`config.mk`:
```
export PLATFORM = sky130hd
export DESIGN_NAME = truth_table_sequencer
export DESIGN_NICKNAME = d
export VERILOG_FILES = /design/src/rtl/truth_table_sequencer.sv
export SDC_FILE = /design/constraint.sdc
export NUM_CORES = 1
export LEC_CHECK = 0
export ABC_AREA = 1
export ABC_CLOCK_PERIOD_IN_PS = 4700
export CAP_MARGIN = 30
export CORE_MARGIN = 2
export CORE_UTILIZATION = 54
export CTS_CLUSTER_DIAMETER = 200
export DETAILED_ROUTE_END_ITERATION = 8
export GPL_TIMING_DRIVEN = 0
export PLACE_DENSITY = 0.81
export SETUP_SLACK_MARGIN = 0.05
export SLEW_MARGIN = 0
export SYNTH_ARGS = -nofsm -noshare
export SYNTH_HDL_FRONTEND = slang
export SYNTH_SLANG_ARGS = --single-unit
export TNS_END_PERCENT = 1
```
`constraint.sdc`:
```
create_clock -name clk -period 4.7 [get_ports clk]
set_clock_uncertainty 0.15 [all_clocks]
set_input_delay 0.94 -clock clk [delete_from_list [all_inputs] [get_ports clk]]
set_output_delay 0.94 -clock clk [all_outputs]
set_load 0.05 [all_outputs]
```
`src/rtl/truth_table_sequencer.sv`:
```
// truth_table_sequencer: sweeps every input vector through the circuit under test and compares its truth table.
// busy_o and done_o are registered decodes of the current state, so done_o pulses on the edge that leaves DONE.
module truth_table_sequencer #(
    parameter int               N_IN     = 3,
    parameter logic [2**N_IN-1:0] EXPECTED = 8'h46,
    parameter int               SETTLE   = 2,
    parameter int               CW       = 2
) (
    input  logic                 clk,
    input  logic                 rst_n,
    input  logic                 start_i,
    input  logic                 abort_i,
    input  logic                 z_in_i,
    output logic [N_IN-1:0]      x_out_o,
    output logic                 busy_o,
    output logic                 done_o,
    output logic                 pass_o,
    output logic [2**N_IN-1:0]   table_out_o,
    output logic                 fail_valid_o,
    output logic [N_IN-1:0]      fail_idx_o
);
    localparam int NV = 2**N_IN;
    localparam logic [CW-1:0]   CNT_LAST = CW'(SETTLE == 0 ? 0 : SETTLE - 1);
    localparam logic [N_IN-1:0] IDX_LAST = {N_IN{1'b1}};

    typedef enum logic [1:0] {IDLE, WAIT, SAMPLE, DONE} state_t;

    state_t          state_q, state_d;
    logic [N_IN-1:0] idx_q, idx_d, x_q, x_d, fi_q, fi_d;
    logic [CW-1:0]   cnt_q, cnt_d;
    logic [NV-1:0]   tbl_q, tbl_d;
    logic            pass_q, pass_d, fv_q, fv_d, busy_q, busy_d, done_q, done_d;
    logic            active, go, clr;

    always_comb begin
        active  = (state_q == WAIT) || (state_q == SAMPLE);
        go      = (state_q == IDLE) && start_i && !abort_i;
        clr     = go || (active && abort_i);
        state_d = state_q;
        idx_d   = clr ? '0 : idx_q;
        x_d     = clr ? '0 : x_q;
        cnt_d   = clr ? '0 : cnt_q;
        tbl_d   = clr ? '0 : tbl_q;
        pass_d  = clr ? 1'b0 : pass_q;
        fv_d    = clr ? 1'b0 : fv_q;
        fi_d    = clr ? '0 : fi_q;
        case (state_q)
            IDLE:    state_d = go ? ((SETTLE == 0) ? SAMPLE : WAIT) : IDLE;
            WAIT: begin
                if (abort_i) begin
                    state_d = IDLE;
                end else if (cnt_q == CNT_LAST) begin
                    cnt_d   = '0;
                    state_d = SAMPLE;
                end else begin
                    cnt_d = cnt_q + 1'b1;
                end
            end
            SAMPLE: begin
                if (abort_i) begin
                    state_d = IDLE;
                end else begin
                    tbl_d[idx_q] = z_in_i;
                    if ((z_in_i != EXPECTED[idx_q]) && !fv_q) begin
                        fv_d = 1'b1;
                        fi_d = idx_q;
                    end
                    if (idx_q == IDX_LAST) begin
                        state_d = DONE;
                        pass_d  = (tbl_d == EXPECTED);
                    end else begin
                        idx_d   = idx_q + 1'b1;
                        x_d     = idx_q + 1'b1;
                        state_d = (SETTLE == 0) ? SAMPLE : WAIT;
                    end
                end
            end
            DONE: begin
                x_d     = '0;
                state_d = IDLE;
            end
            default: state_d = IDLE;
        endcase
        // an abort drops busy on the same edge that returns to IDLE
        busy_d = active && (state_d != IDLE);
        done_d = (state_q == DONE);
    end

    always_ff @(posedge clk or negedge rst_n) begin
        if (!rst_n) begin
            state_q <= IDLE;
            idx_q   <= '0;
            x_q     <= '0;
            cnt_q   <= '0;
            tbl_q   <= '0;
            pass_q  <= 1'b0;
            fv_q    <= 1'b0;
            fi_q    <= '0;
            busy_q  <= 1'b0;
            done_q  <= 1'b0;
        end else begin
            state_q <= state_d;
            idx_q   <= idx_d;
            x_q     <= x_d;
            cnt_q   <= cnt_d;
            tbl_q   <= tbl_d;
            pass_q  <= pass_d;
            fv_q    <= fv_d;
            fi_q    <= fi_d;
            busy_q  <= busy_d;
            done_q  <= done_d;
        end
    end

    assign x_out_o      = x_q;
    assign busy_o       = busy_q;
    assign done_o       = done_q;
    assign pass_o       = pass_q;
    assign table_out_o  = tbl_q;
    assign fail_valid_o = fv_q;
    assign fail_idx_o   = fi_q;
endmodule
```
==> results.toml <==
[status]
status = "finished clean"

[clock_tree]
cts_max_level = 1
post-cts-setup-buffer-count = 0
clock-root-buffer = "clkbuf_4"
worst_skew_pair.late_latency_ns = 0.31
cts.sinks = 25
cts.clk_slew.worst_paths_ns = 0.13
numCtsBuffers = 3
cts_resized = 0
holdBufCountCts = 0
cts_tree = "done"
clock_path_buffers = 2

[layout]
final_nets = 213
num-fill-cells = 207
diodes = 0
syn_to_final_growth_pct = 21.51
drive_above_1_share_pct = 8.543
postLayoutCellArea_mm2 = 0.001689

[route]
drt_iter0_markers = 36
wl_um = 3056
drt_pass1_iterations = 4
wl_per_cell_um = 13.34
drt-vias-per-instance = 5.419
ant_nets = 0
vias = 1241
drc = 0

[global_routing]
grt_pass1_vias = 1238
grt_pass1_wl_um = 5423
grt_overflow = 0
antenna_found_initial = 0
grt_max_degree = 14
grt_usage_pct = 25.48

[timing]
setup_tns_ns = 0
slew_headroom_pct = 58.61
fin_crit_ns = 2.628
fin_crit_sh_pct = 55.91
tightest_slew_ns = 0.6189
fmaxAchievable_mhz = 380.6
finalMaxSlewViolations = 0
rsz0062_at_grt = "no"
setup_viol = 0
hold_violations = 0

[worst_setup_path]
path_cells = "clkdlybuf4s50_1"
crit_type = "reg -> out"
setup.worst_path.start_class = "flop"
crit_family = "buffers and inverters"
cp.arrival_ns = 1.54
slowest_delay_ns = 0.82
crit_path_end_kind = "output pin"
path_max_fanout = 3
worstPathRequired_ns = 3.61
cp_num_buf_inv = 1
slowest_stage = "clkdlybuf4s50_1"

[floorplanning]
ios = 23
die_x_um = 54.74
initial_utilization_pct = 56.63
core-area_mm2 = 0.002455
die-height_um = 54.74
die-area_mm2 = 0.002996
row_count = 18

[synth]
synth_area_mm2 = 0.001390
ys_ff_latch = 25
synth_area_per_cell_um2 = 8.082
synth_top_area_share_pct = 45.00
ys_warn_count = 0
synth_edf_count = 0
asyncSetResetFlopFracSynth_pct = 100.0
yosys.area.top_type = "dfrtp_1"
yosys-top-cells-area = "dfrtp_1 45%, nand2_1 11%, nand3_1 9.0%, ha_1 7.2%, inv_1 4.6%"
ys_seq_area_share_pct = 45.00
synth_nets = 185
synthFlopType = "dfrtp_1"
synthCells = 172
synth.distinct_cells = 26

[power]
powerDensity_mw_per_mm2 = 302.7
p_leak_uw = 0.0008010
vdd_drop_max_uv = 226.0
report.power.total_uw = 511.2

[place]
hpwl_um = 2381
place.gp.congestion = 0.9130
placed_area_mm2 = 0.001663
port_buffers = 22

[flow_run]
drv_cap = 0

[worst_hold_path]
hold_class = "reg -> reg"
-- kinds of logic after synthesis --
| group | count (synthesis) | synth area share [%] |
|---|---|---|
| simple gates | 97 | 33.21 |
| compound gates | 18 | 7.200 |
| fa+ha+maj | 8 | 7.201 |
| flops | 25 | 45.00 |
| buf+inv | 24 | 7.380 |
-- routing by layer --
metal / track usage (%) / vias up / part of all wire [%]
met5: 0 / - / 0
met2: 43.45 / 39 / 50
met3: 3.825 / 7 / 4.5
li1: - / 621 / -
met4: 9.583 / 0 / 1.7
met1: 32.24 / 574 / 43
-- tightest hold or removal path: cells and delay by family, from the launching register on --
kind	cells	cell delay, ns
simple gates	2	0.11
flops	1	0.39
-- state kept, by name, summed over array words and instances, names as in the netlist --
signal        flops
busy_o            1
fail_idx_o        3
fail_valid_o      1
x_out_o           3
idx_q             3
done_o            1
table_out_o       8
pass_o            1
cnt_q             2
state_q           2
-- final timing paths --
| path | start | endpoint | slack (ns) | cells past startpoint |
|---|---|---|---|---|
| setup reg to reg | idx_q[0] | fail_idx_o[0] | 2.82 | 7 |
| max in group asynchronous | rst_n | fail_idx_o[1] | 3.05 | 2 |
| setup / recovery | fail_valid_o | fail_valid_o | 2.07 | 1 |
| hold / removal | cnt_q[1] | cnt_q[1] | 0.37 | 2 |
| hold reg to reg | cnt_q[1] | cnt_q[1] | 0.37 | 2 |
| min in group asynchronous | rst_n | cnt_q[1] | 0.84 | 1 |
-- metrics by stage --
step,hold slack [ns],utilization (%),setup slack (ns),instances
after global routing,0.4002,68.81,2.012,229
after floorplan,0.3413,-,2.835,172
after detailed placement,0.3548,67.74,2.105,225
after CTS,0.3791,68.81,2.063,229
final,0.3744,68.81,2.072,229
after global placement,0.3470,67.13,2.118,224
-- report_power, final --
group,internal [uW],switching [uW]
sequential,232,12.1
clock,33.2,59.9
combinational,56.3,118
-- final cells by class --
cell class | count | area (um2) | area share, %
Buffer | 4 | 27.53 | 1.630
Clock buffer | 4 | 26.28 | 1.556
Inverter | 20 | 75.07 | 4.444
Multi-Input combinational cell | 123 | 661.9 | 39.19
Sequential cell | 25 | 625.6 | 37.04
Tap cell | 30 | 37.54 | 2.222
Timing Repair Buffer | 23 | 235.2 | 13.93
-- synth_stat cells (2+ instances only) --
cell type and instances:
dfrtp_1 25, inv_2 3, o21ai_0 11, a21oi_1 2, nand2_1 41, nand4_1 8
nand3_1 25, nor2_1 14, o21a_1 2, ha_1 8, o22ai_1 2, inv_1 17
-- cell usage in the layout, fill, tap and decap left out, drive strengths merged --
| master | n |
|---|---|
| nand4 | 8 |
| nor2 | 16 |
| o21a | 2 |
| a21oi | 2 |
| clkdlybuf4s50 | 22 |
| o21ai | 11 |
| nand3 | 27 |
| ha | 8 |
| buf | 4 |
| dfrtp | 25 |
| a22oi | 1 |
| clkbuf | 5 |
| inv | 20 |
| or2 | 2 |
| nand2 | 43 |
| nor3 | 1 |
| o22ai | 2 |
Note: power is estimated with default switching activity, not from simulation.
